<file path="config.mk">
export PLATFORM = sky130hd
export DESIGN_NAME = ltc5548_sys_pio_in_flat
export DESIGN_NICKNAME = d
export VERILOG_FILES = /design/src/rtl/ltc5548_sys_pio_in_if.sv /design/src/rtl/ltc5548_sys_pio_in.sv /design/src/flat_wrapper.sv
export SDC_FILE = /design/constraint.sdc
export NUM_CORES = 1
export LEC_CHECK = 0
export ABC_AREA = 1
export CORE_MARGIN = 5
export CORE_UTILIZATION = 55
export DETAILED_ROUTE_END_ITERATION = 10
export DONT_BUFFER_PORTS = 1
export PLACE_DENSITY = 0.68
export RECOVER_POWER = 25
export SETUP_SLACK_MARGIN = 0.4
export SLEW_MARGIN = 20
export SYNTH_ARGS = -nofsm -noshare
export SYNTH_HDL_FRONTEND = slang
export SYNTH_SLANG_ARGS = --single-unit
</file>
<file path="constraint.sdc">
create_clock -name clk -period 3.1 [get_ports clk]
set_input_delay 0.31 -clock clk [delete_from_list [all_inputs] [get_ports clk]]
set_output_delay 0.31 -clock clk [all_outputs]
set_load 0.005 [all_outputs]
</file>
<file path="src/rtl/ltc5548_sys_pio_in_if.sv">
// Avalon-MM register-slave bus for the LTC5548 input PIO: zero-wait-state
// access with combinational readdata plus the level interrupt to the CPU.
interface ltc5548_sys_pio_in_if;
    logic [2:0]  address;
    logic        chipselect;
    logic        write_n;
    logic [31:0] writedata;
    logic [31:0] readdata;
    logic        irq;

    modport master (
        output address, chipselect, write_n, writedata,
        input  readdata, irq
    );

    modport slave (
        input  address, chipselect, write_n, writedata,
        output readdata, irq
    );
endinterface

</file>
<file path="src/rtl/ltc5548_sys_pio_in.sv">
// Input PIO: two-flop synchronizer, per-bit debounce, edge capture with W1C
// clear and a maskable level interrupt, behind an Avalon-MM register slave.
module ltc5548_sys_pio_in #(
    parameter int          WIDTH      = 4,
    parameter logic [15:0] DB_DEFAULT = 16'd1000,
    parameter int          EDGE_TYPE  = 0
) (
    input  logic                 clk,
    input  logic                 reset_n,
    ltc5548_sys_pio_in_if.slave  bus,
    input  logic [WIDTH-1:0]     in_port
);

    localparam logic [2:0] ADDR_DATA  = 3'd0;
    localparam logic [2:0] ADDR_DBPER = 3'd1;
    localparam logic [2:0] ADDR_MASK  = 3'd2;
    localparam logic [2:0] ADDR_EDGE  = 3'd3;

    logic [WIDTH-1:0] sync1_reg;
    logic [WIDTH-1:0] sync2_reg;
    logic [WIDTH-1:0] stable_reg;
    logic [WIDTH-1:0] stable_next;
    logic [WIDTH-1:0] edge_event;
    logic [WIDTH-1:0] mask_reg;
    logic [WIDTH-1:0] mask_next;
    logic [WIDTH-1:0] edge_reg;
    logic [WIDTH-1:0] edge_next;
    logic [WIDTH-1:0] w1c;
    logic [15:0]      dbper_reg;
    logic [15:0]      dbper_next;
    logic [15:0]      threshold;
    logic             wr_strobe;
    logic             unused_ok;

    assign wr_strobe = bus.chipselect && !bus.write_n;
    assign unused_ok = &{1'b0, bus.writedata};

    // A period of 0 qualifies in one cycle, same as a period of 1.
    assign threshold = (dbper_reg == 16'd0) ? 16'd0 : dbper_reg - 16'd1;

    always_ff @(posedge clk or negedge reset_n) begin
        if (!reset_n) begin
            sync1_reg <= '0;
            sync2_reg <= '0;
        end else begin
            sync1_reg <= in_port;
            sync2_reg <= sync1_reg;
        end
    end

    genvar gi;
    generate
        for (gi = 0; gi < WIDTH; gi++) begin : g_bit
            logic [15:0] cnt_reg;
            logic [15:0] cnt_next;
            logic        load;

            // The >= compare lets a lowered period release a counter that is
            // already past the new threshold on the very next cycle.
            always_comb begin
                cnt_next = cnt_reg;
                load     = 1'b0;
                if (sync2_reg[gi] == stable_reg[gi]) begin
                    cnt_next = '0;
                end else if (cnt_reg >= threshold) begin
                    cnt_next = '0;
                    load     = 1'b1;
                end else begin
                    cnt_next = cnt_reg + 16'd1;
                end
            end

            always_ff @(posedge clk or negedge reset_n) begin
                if (!reset_n) begin
                    cnt_reg <= '0;
                end else begin
                    cnt_reg <= cnt_next;
                end
            end

            assign stable_next[gi] = load ? sync2_reg[gi] : stable_reg[gi];

            if (EDGE_TYPE == 0) begin : g_rise
                assign edge_event[gi] = load & sync2_reg[gi];
            end else if (EDGE_TYPE == 1) begin : g_fall
                assign edge_event[gi] = load & ~sync2_reg[gi];
            end else begin : g_any
                assign edge_event[gi] = load;
            end
        end
    endgenerate

    always_comb begin
        dbper_next = dbper_reg;
        mask_next  = mask_reg;
        w1c        = '0;
        if (wr_strobe) begin
            case (bus.address)
                ADDR_DBPER: dbper_next = bus.writedata[15:0];
                ADDR_MASK:  mask_next  = bus.writedata[WIDTH-1:0];
                ADDR_EDGE:  w1c        = bus.writedata[WIDTH-1:0];
                default: ;
            endcase
        end
        // A new event on a bit being cleared in the same cycle keeps it set.
        edge_next = edge_event | (edge_reg & ~w1c);
    end

    always_ff @(posedge clk or negedge reset_n) begin
        if (!reset_n) begin
            stable_reg <= '0;
            mask_reg   <= '0;
            edge_reg   <= '0;
            dbper_reg  <= DB_DEFAULT;
        end else begin
            stable_reg <= stable_next;
            mask_reg   <= mask_next;
            edge_reg   <= edge_next;
            dbper_reg  <= dbper_next;
        end
    end

    always_comb begin
        bus.readdata = '0;
        case (bus.address)
            ADDR_DATA:  bus.readdata = 32'(stable_reg);
            ADDR_DBPER: bus.readdata = 32'(dbper_reg);
            ADDR_MASK:  bus.readdata = 32'(mask_reg);
            ADDR_EDGE:  bus.readdata = 32'(edge_reg);
            default:    bus.readdata = '0;
        endcase
    end

    assign bus.irq = |(edge_reg & mask_reg);

endmodule

</file>
<file path="src/flat_wrapper.sv">
// flat-port wrapper written by rule: the top's interface ports become plain ports
module ltc5548_sys_pio_in_flat 
#(
    parameter int          WIDTH      = 4,
    parameter logic [15:0] DB_DEFAULT = 16'd1000,
    parameter int          EDGE_TYPE  = 0
)
  (clk, reset_n, in_port, bus_address, bus_chipselect, bus_write_n, bus_writedata, bus_readdata, bus_irq);
  ltc5548_sys_pio_in_if bus_i ();
  input  logic clk;
  input  logic reset_n;
  input  logic [WIDTH-1:0] in_port;
  input wire logic [$bits(bus_i.address)-1:0] bus_address;
  input wire logic [$bits(bus_i.chipselect)-1:0] bus_chipselect;
  input wire logic [$bits(bus_i.write_n)-1:0] bus_write_n;
  input wire logic [$bits(bus_i.writedata)-1:0] bus_writedata;
  output wire logic [$bits(bus_i.readdata)-1:0] bus_readdata;
  output wire logic [$bits(bus_i.irq)-1:0] bus_irq;
  assign bus_i.address = bus_address;
  assign bus_i.chipselect = bus_chipselect;
  assign bus_i.write_n = bus_write_n;
  assign bus_i.writedata = bus_writedata;
  assign bus_readdata = bus_i.readdata;
  assign bus_irq = bus_i.irq;
  ltc5548_sys_pio_in #(.WIDTH(WIDTH), .DB_DEFAULT(DB_DEFAULT), .EDGE_TYPE(EDGE_TYPE)) u_core (.clk(clk), .reset_n(reset_n), .bus(bus_i), .in_port(in_port));
endmodule
</file>
# == Word-level counts from Yosys, hierarchy flattened ==
# Index checks and enable logic that the tools add are counted.
# word_totals
regBits,100
in_bits,43
wordCells,64
out_inout_bits,33
# op_classes
mux,20
bitwise_logic,8
n_addsub,5
n_eq_ne,7
reduce_logical,7
n_lt_le_gt_ge,4
# ops
operator,count
$mux 16,9
$add 16x1->16 const B,4
$ge 16x16->1,4
$pmux 16 s4,1
$logic_not 16->1,1
$sub 16x1->16 const B,1
$and 4x4->4,2
$mux 1,8
$mux 4,2
$eq 3x2->1 const B,2
$and 1x1->1,4
$eq 1x1->1,4
$not 4->4,1
$or 4x4->4,1
$reduce_and 2->1,2
$reduce_or 4->1,1
$eq 3x1->1 const B,1
$logic_not 3->1,1
$logic_and 1x1->1,1
$logic_not 1->1,1

# == Longest topological paths before layout ==
# Gate-level depths: netlist (run 1).
# depth
ltp_word,7
ltp_mapped,19
depth_no_buf,19

# == Worst setup path before layout (run 1) ==
# OpenSTA, ideal clock, no wires.
# synth_timing
kind,register to register
startpoint,reg u_core.dbper_reg[0]
endpoint,reg u_core.g_bit[0].cnt_reg[8]
arrival_time_ns,2.324
t_required_ns,2.972
path_buffers,1
path_slack_ns,0.648
synth_period_minus_slack_ns,2.452
setup_ns,0.128
path_stages_with_launch,17
path_cell_list,dfrtp_1 > inv_1 > ha_1 > inv_1 > nor2_1 > nand2_1 > inv_1 > nand2_1 > nand2_1 > nand3_1 > ha_1 > nand2_1 > nor3_1 > nand2_2 > nand3_4 > buf_8 > nor2_4
# synth_via
elab_chain_cells,5
elab_cells_between_ends,6
classes_between,1 x add/sub; 1 x order compare; 3 x mux; 1 x reduce/logical
# synth_lines
element,line,rtl
"start, declared",ltc5548_sys_pio_in.sv:29,logic [15:0] dbper_reg;
"start signal, assigned",ltc5548_sys_pio_in.sv:119,dbper_reg <= dbper_next;
$sub 16x1->16 / $logic_not 16->1 (equally long branches),ltc5548_sys_pio_in.sv:39,assign threshold = (dbper_reg == 16'd0) ? 16'd0 : dbper_reg - 16'd1;
$mux 16 *,ltc5548_sys_pio_in.sv:39,
$ge 16x16->1 *,ltc5548_sys_pio_in.sv:65,end else if (cnt_reg >= threshold) begin
$mux 16 *,ltc5548_sys_pio_in.sv:65,
$mux 16 *,ltc5548_sys_pio_in.sv:63,if (sync2_reg[gi] == stable_reg[gi]) begin
named net u_core.g_bit[0].cnt_next[8],ltc5548_sys_pio_in.sv:55,logic [15:0] cnt_next;
"end signal, assigned",ltc5548_sys_pio_in.sv:77,cnt_reg <= cnt_next;
"end, declared",ltc5548_sys_pio_in.sv:54,logic [15:0] cnt_reg;
# The timed path passes the listed nets; every way through them passes the cells marked *.
# A chain may end at the register's enable or synchronous reset.

# == Worst setup path in the final report (run 1) ==
# layout_timing
startpoint,reg u_core.dbper_reg[7]
endpoint,reg u_core.g_bit[1].cnt_reg[7]
# layout_via
elab_chain_cells,5
elab_cells_between_ends,6
classes_between,1 x add/sub; 1 x order compare; 3 x mux; 1 x reduce/logical
# layout_lines
element,line
$sub 16x1->16 / $logic_not 16->1 (equally long branches),ltc5548_sys_pio_in.sv:39
$mux 16 *,ltc5548_sys_pio_in.sv:39
$ge 16x16->1 *,ltc5548_sys_pio_in.sv:65
$mux 16 *,ltc5548_sys_pio_in.sv:65
$mux 16 *,ltc5548_sys_pio_in.sv:63
named net u_core.g_bit[1].cnt_next[7],ltc5548_sys_pio_in.sv:55
"end signal, assigned",ltc5548_sys_pio_in.sv:77
"end, declared",ltc5548_sys_pio_in.sv:54
# Marks and branches as above.

==> reports/results.txt, run 1 <==
The final standard cell count with taps included and fillers excluded was 1131. The row count was 41; the detailed-route vias per instance was 5.54. After synthesis the netlist holds a flip-flop and latch count of 100. The flow ran to the end, and the final reports show no timing, DRC or antenna violations. The repair_antennas step left the layout with diodes totalling 0. The worst-case vdd ir drop is 345 uV. The XOR/XNOR share of the synthesized area was 6.12%; the die height was 124 um. The pre-antenna-repair detailed-routing pass consisted of 5 iterations. The placer's final routability congestion estimate is 0.938.

Final clock skew: 7.78 ps. Compared with the post-synthesis result, the final layout area differs by 25.6%. The top cell types in the final layout, fill and taps aside, are nand2_1 (156), nor2_1 (103), dfrtp_1 (91). The maximum single-stage delay on the critical path came out at 580 ps. The clock period minus final worst setup slack came out at 2770 ps. Setup violations remaining at the end of the flow were counted as 0.

Portion of netlist area occupied by mux cells: 0%. The logs give 7400 um2 for the total placed instance area and 8.70% for the worst relative slew slack. The count of buffer and inverter cells on the critical path came out at 5. For this run, design rule violations remaining after detail routing come to 0. The final routed wire length divided by cell count came out at 17.2 um. The compound-gate portion of the synthesized area came out at 6.53%. The H-tree depth was 3. In this design, the critical path's most frequently occurring cell is nand3_2.

The clock passes through at most 2 buffers. Type of the most critical hold path: in2reg. At the pin with the least slew margin, the transition time is 1370 ps. A synthesized cell averages 7.96 um2. Of all cell types, the one taking the most synthesized area is dfrtp_1.

The run gives 1067 as the final-stage net count. The cell area power density was 431 nW/um2. The starting DRC count in detailed routing came out at 402. The synthesized area is 7150 um2, and the final total power is 3880 uW. Sequential cells were found to cover 35.1% of the synthesized design area.

The total negative slack was 0 ps; the number of input and output port buffers inserted was 0. The share of the synthesized area in the top cell type is 32.9%. The initial antenna violation count came out at 0.

The run gives 350 ps as the worst-skew pair later-pin latency. The die covers 15400 um2. Once placement completed, the tool counted placed cells totaling 1074.

The run gives 0 as the number of maximum-capacitance constraint violations. In the post-synthesis netlist, the biggest area contributors are dfrtp_1 (33%), ha_1 (12%), nand2_1 (9.2%), nor2_1 (6.7%), inv_1 (5.0%). The die is 124 um wide. Grouping stages by cell kind, the critical path spends the most delay in simple AND/OR/NAND/NOR gates.

Once detail routing completed, the nets flagged for antenna violations numbered 0. Yosys warning count: 0. The dominant combinational cell family by area after synthesis is simple AND/OR/NAND/NOR gates. For this design, the slowest cell found on the critical path is dfstp_2. The total overflow reported by the global router is 0, and the number of buffers added by the clock tree synthesis step is 9. Setup repair after global routing could not meet its margin everywhere.

Data on the critical path is required at its endpoint by 3330 ps. The worst setup path is captured at a flop. Of all nets on the critical path, the largest fanout is 7. Global routing used 23.3% of the available tracks across all layers.

Data on the critical path arrives at its endpoint at 3010 ps. After routing the design area is 8980 um2. On the final layout, the worst hold slack is 91.1 ps. The fraction of the mapped netlist area in adder cells came out at 12.2%. The synthesized netlist contains 37 unique library cells.

Number of pins exceeding their max-slew limit in the final report: 0. The critical path goes through inv_4 > nand2_4 > nor2_4 > nand3_2 > nor2_4 > nand3_2 > buf_6 > buf_4 > nand3_2 > buf_6 > ha_4 > nand4_1 > nor3_1 > nand2_2 > nand3_4 > clkbuf_16 > nor2_2. The synthesized netlist devotes 31.7% of its cell area to simple gates.

The highest attainable clock frequency is 360 MHz, and the static leakage is 0.00401 uW. The detailed router placed 6271 vias in this run. Summed over all nets, the half-perimeter wirelength after detailed placement is 12100 um.

The worst setup path is of the reg2reg kind. The fraction of layout cells with a size suffix above 1 is 29.4%. TritonCTS built the clock tree. The cell chosen for the clock root is clkbuf_16. The first global-routing pass estimated 27800 um of wire. The worst path uses 89.5% of the clock period. Entering global routing, the biggest net connects 101 pins. Placeable core area: 12700 um2. For the starting utilization of the core area, the log shows 56.4%.

The count of final hold-check violations is 0. The element type at the critical path start is a flop. For the cell count after synthesis, the log shows 898. Clock-pin slew was measured on the worst setup and hold paths at 70 ps.

For this design, the sink count on the clock tree is 100. The register with the most flip-flops in the layout has 64 of them. The via count of the first global-routing pass is 5788.

For this design the top-level I/O count stands at 76. Summed over all layers, the routed wires come to 19500 um. Leaving out fill and tap cells, the most frequent cell in the layout is nand2_1.
==> worst register-to-register path: stages (launching register included) <==
cell and delay (ps):
dfstp_2 580, inv_4 60, nand2_4 80, nor2_4 60, nand3_2 100, nor2_4 60
nand3_2 90, buf_6 150, buf_4 130, nand3_2 100, buf_6 160, ha_4 270
nand4_1 120, nor3_1 250, nand2_2 140, nand3_4 130, clkbuf_16 180, nor2_2 40
==> metal layers <==
layer	track usage (%)	vias up	share of wire (%)
met5	0	-	0
met4	9.65	0	3.6
met3	3.68	45	5.0
met2	38.8	205	51
met1	30.2	3027	41
li1	-	2994	-
==> metrics by stage <==
stage                     setup slack, ps  util, %
after floorplan                       648        -
after global placement                204     58.4
after detailed placement              117     58.4
after CTS                             401     62.1
after global routing                  182     70.9
final                                 325     70.9
==> cell type report <==
cell class,count,area (um2)
Tap cell,172,215
Timing Repair Buffer,56,614
Fill cell,938,3690
Inverter,103,399
Clock buffer,14,264
Sequential cell,100,2510
Clock inverter,2,10.0
Multi-Input combinational cell,684,4970
==> synthesized netlist by cell type <==
library cell / number
a21oi_1: 36
a21oi_2: 4
a31o_2: 1
a31oi_1: 1
buf_2: 5
buf_4: 17
buf_6: 3
buf_8: 1
conb_1: 1
dfrtp_1: 94
dfstp_2: 6
ha_1: 70
inv_1: 95
inv_2: 8
nand2_1: 176
nand2_2: 9
nand3_1: 49
nand3_2: 10
nand3_4: 1
nand4_1: 20
nand4_2: 1
nor2_1: 128
nor2_2: 36
nor2_4: 19
nor3_1: 11
nor3_2: 3
nor3_4: 2
nor3b_1: 2
o2111ai_1: 4
o21ai_0: 15
o21ai_1: 9
o21ai_2: 2
o21bai_1: 1
o22ai_1: 3
o31ai_1: 5
xnor2_1: 15
xor2_1: 35
==> power breakdown <==
group / switching [uW] / internal, uW
Sequential: 108 / 1400
Combinational: 770 / 525
Clock: 484 / 588
Total: 1360 / 2510
==> cell families (layout without fill, tap and decap cells) <==
logic type | Yosys count | in the layout
compound gates | 81 | 81
xor+xnor | 50 | 50
fa+ha+maj | 70 | 70
buf+inv | 129 | 175
flops | 100 | 100
other cells | 1 | 16
simple gates | 467 | 467
==> worst paths after layout <==
| check | start | end | slack (ps) | cells past startpoint |
|---|---|---|---|---|
| max in group asynchronous | reset_n | u_core.dbper_reg[2] | 1300 | 2 |
| worst max-delay path | u_core.dbper_reg[7] | u_core.g_bit[1].cnt_reg[7] | 330 | 17 |
| worst max register to register | u_core.dbper_reg[7] | u_core.g_bit[1].cnt_reg[7] | 330 | 17 |
| worst min-delay path | bus_writedata[5] | u_core.dbper_reg[5] | 90 | 2 |
| min in group asynchronous | reset_n | u_core.g_bit[3].cnt_reg[2] | 850 | 2 |
| worst min register to register | u_core.sync1_reg[3] | u_core.sync2_reg[3] | 360 | 0 |
==> repair_timing <==
action / CTS / global route
endpoints found under the setup margin: 72 / 72
gates resized for setup: 21 / 166
hold buffers: 6 / 0
gates cloned: 0 / 3
pin swaps: 4 / 39
hold endpoints to repair: 104 / 0
setup buffers: 5 / 27
Power figures use the tool's default switching activity.
==> run 2: changes to the inputs <==
==> constraint.sdc (replaced) <==
create_clock -name clk -period 3.1 [get_ports clk]
set_input_delay 0.62 -clock clk [delete_from_list [all_inputs] [get_ports clk]]
set_output_delay 0.62 -clock clk [all_outputs]
set_load 0.005 [all_outputs]
==> run 2 against run 1 <==
Compared with the run above:
- the flow now finishes with violations (hold timing)
- count of clock-buffer cells in the layout fell by 2
- largest cell class unchanged
- clock power increased by 23%
- register-to-register slack improved by 70 ps
==> reports/results.txt, run 2 (synthesis results as in run 1) <==
The final critical-path share of the clock period is 87.1% (was 89.5%), and the die boundary width is 124 um (unchanged). The worst-case vdd ir drop was 436 uV (was 345 uV). The data arrival time of the worst path is 2980 ps (was 3010 ps).

The final routed wire length divided by cell count is 15.8 um (was 17.2 um), and the count of unresolved DRC violations after routing is 0 (unchanged). The part of the power in combinational logic came out at 28.3% (was 33.4%). The run gives 56.4% (unchanged) as the starting utilization of the core area.

The clock period minus final worst setup slack was 2700 ps (was 2770 ps); the placeable core area was 12700 um2 (unchanged). The H-tree depth was 3 (unchanged). The logs give 4680 um2 (was 4970 um2) for the combined area of the multi-input logic cells and 2670 uW (was 2510 uW) for the total internal power.

For the maximum clock path buffer count, the log shows 2 (unchanged). The maximum number of pins on one net before global-route repair came out at 101 (unchanged). Element type at the critical path start: a flop (unchanged).

The tools report the critical path endpoint category as a flop (unchanged). The timing endpoint of the critical path was u_core.g_bit[3].cnt_reg[1] (was u_core.g_bit[1].cnt_reg[7]). Critical register-to-register path startpoint: u_core.dbper_reg[4] (was u_core.dbper_reg[7]).

For the antenna diode count, the log shows 0 (unchanged). The highest attainable clock frequency was 370 MHz (was 360 MHz). The logs give 33.5% (was 27.7%) for the share of total power in the clock network and 76 (unchanged) for the number of placed I/O pins. The initial antenna violation count was 0 (unchanged); the number of buffers added by the clock tree synthesis step was 9 (unchanged). Slack of the critical path: 399 ps (was 325 ps). The commonest non-fill, non-tap cell in the layout is nand2_1 (unchanged). The run gives 0 (unchanged) as the number of pins exceeding their max-slew limit in the final report. The tools report the number of maximum-capacitance constraint violations as 0 (unchanged). The number of input and output port buffers inserted is 0 (unchanged). The checks that failed: hold timing. The flip-flop count of the largest register, all copies and words added works out to 64 (unchanged).

The launch point of the critical path is u_core.dbper_reg[4] (was u_core.dbper_reg[7]). The transition time at the pin with the least slew margin came out at 571 ps (was 1370 ps). The run gives 22.9% (was 23.3%) as the total global-route track usage. Critical path class: reg2reg (unchanged). The final total power was 3940 uW (was 3880 uW).

The number of cell instances on the worst register-to-register path is 13 (was 17). Total number of clock tree sinks: 100 (unchanged). The largest fanout of any net on the critical path works out to 7 (unchanged). Number of search-and-repair iterations in the first detailed-routing pass: 4 (was 5). The worst setup slack for register-to-register paths was 400 ps (was 330 ps); the critical path data required time was 3380 ps (was 3330 ps).

The clock transition at the registers of the reported paths works out to 60 ps (was 70 ps). The via count of the first global-routing pass was 5896 (was 5788); the die height was 124 um (unchanged). The run finished, with violations left.

The detailed-route vias per instance was 5.45 (was 5.54). The starting DRC count in detailed routing came out at 309 (was 402). The half-perimeter wire length after detailed placement came out at 12000 um (was 12100 um). The run gives 41 (unchanged) as the row count. The cell chosen for the clock root is clkbuf_16 (unchanged). The tools report the post-placement worst setup slack as 106 ps (was 117 ps). The total of fill cells in the finished design is 987 (was 938). Critical register-to-register path endpoint: u_core.g_bit[3].cnt_reg[1] (was u_core.g_bit[1].cnt_reg[7]). The run gives 38.2% (was 38.9%) as the sequential share of power. The total overflow reported by the global router is 0 (unchanged), and the fraction of layout cells with a size suffix above 1 is 25.9% (was 29.4%). The tools report the post-detailed-route count of antenna-violating nets as 0 (unchanged). Worst relative slew slack: 61.8% (was 8.70%). The tools report the total area of sequential cells as 2510 um2 (about the same). The relative area change from synthesis to final layout is 20.3% (was 25.6%), and the via count is 6079 (was 6271).

Setup repair after global routing could not meet its margin everywhere. TritonCTS built the clock tree. The run gives 17700 um (was 19500 um) as the aggregate routed wire length. The total negative slack came out at 0 ps (unchanged). Core utilization of the finished layout: 67.9% (was 70.9%). The final-stage net count was 1051 (was 1067).

The final clock skew was 9.16 ps (was 7.78 ps). The static leakage was 0.00396 uW (was 0.00401 uW); the worst-skew pair later-pin latency was 350 ps (about the same). The reported net switching power is 1270 uW (was 1360 uW), and the cell area power density is 457 nW/um2 (was 431 nW/um2).

The count of final hold-check violations is 94 (was 0). The type of the most critical hold path was in2async (was in2reg). Post-placement cell count: 1074 (unchanged). The share of total power consumed by net switching works out to 32.2% (was 35.1%). Number of endpoints failing setup at the final stage: 0 (unchanged). The tools report the placer's final routability congestion estimate as 0.925 (was 0.938).

Top library cells by usage in the layout, fill and taps aside: nand2_1 (162), nor2_1 (111), dfrtp_1 (90) (was nand2_1 (156), nor2_1 (103), dfrtp_1 (91)). The final standard cell count with taps included and fillers excluded is 1115 (was 1131), and the die footprint is 15400 um2 (unchanged). For the global-route wire length before repair, the log shows 27500 um (was 27800 um). The smallest hold slack was -36.0 ps (was 91.1 ps).
==> run 2: cell types whose count changed in the layout (fill, tap and decap cells not counted), sizes merged <==
cell / change
dlygate4sd3: -5
clkbuf: -3
buf: -10
bufinv: +3
clkinv: -1
==> run 2: worst min-delay path by stage <==
| stage | from | end | slack, ps | cells after the start |
|---|---|---|---|---|
| global route | reset_n | u_core.g_bit[3].cnt_reg[2] | -60 | 0 |
| finish | reset_n | u_core.g_bit[3].cnt_reg[2] | -40 | 0 |
| CTS | reset_n | u_core.stable_reg[2] | -50 | 0 |
| global placement | reset_n | u_core.g_bit[3].cnt_reg[2] | 330 | 0 |
| detailed placement | reset_n | u_core.g_bit[3].cnt_reg[2] | 330 | 0 |
| floorplan | reset_n | u_core.dbper_reg[0] | 320 | 0 |
==> run 2: routing by layer <==
metal,GRT usage (%),part of all wire (%)
met1,28.6,43
met3,4.72,6.5
met4,11.8,3.4
met2,37.6,48
met5,0,0
==> run 2: cell type report <==
cell class / instances / area share, %
Multi-Input combinational cell: 684 / 54.4
Sequential cell: 100 / 29.2
Timing Repair Buffer: 40 / 5.09
Inverter: 103 / 4.70
Clock buffer: 12 / 2.98
Tap cell: 172 / 2.50
Clock inverter: 4 / 1.10
==> run 2: power groups by stage <==
stage | combinational, uW | sequential (uW) | clock, uW
2_1_floorplan | 570 | 1480 | 0
3_3_place_gp | 805 | 1500 | 0
3_5_place_dp | 848 | 1500 | 0
4_1_cts | 900 | 1480 | 1350
5_1_grt | 1230 | 1510 | 1410
6_report | 1110 | 1510 | 1320
==> run 2: worst max-delay path, stage by stage, from the launching register on <==
cell and delay (ps):
dfrtp_2 470, nor2_2 180, nand3_2 140, nor2_4 220
nand2_1 90, xor2_1 170, nand2_2 150, ha_1 320
a21oi_1 150, o21ai_1 90, a21oi_2 220, nand3_4 150
clkbuf_16 200, nor2_1 80
==> run 2: through the flow <==
step / hold slack [ps] / instance area (um2)
finish: -36.0 / 8610
global route: -59.2 / 8610
CTS: -46.9 / 7910
detailed placement: 328 / 7400
global placement: 329 / 7400
floorplan: 324 / 7210
==> run 2: what timing repair did <==
action / CTS / global route
cloned: 0 / 3
endpoints found under the hold margin: 94 / 94
resized for setup: 25 / 109
buffers inserted: 8 / 14
pin swaps: 4 / 29
setup endpoints to repair: 72 / 72
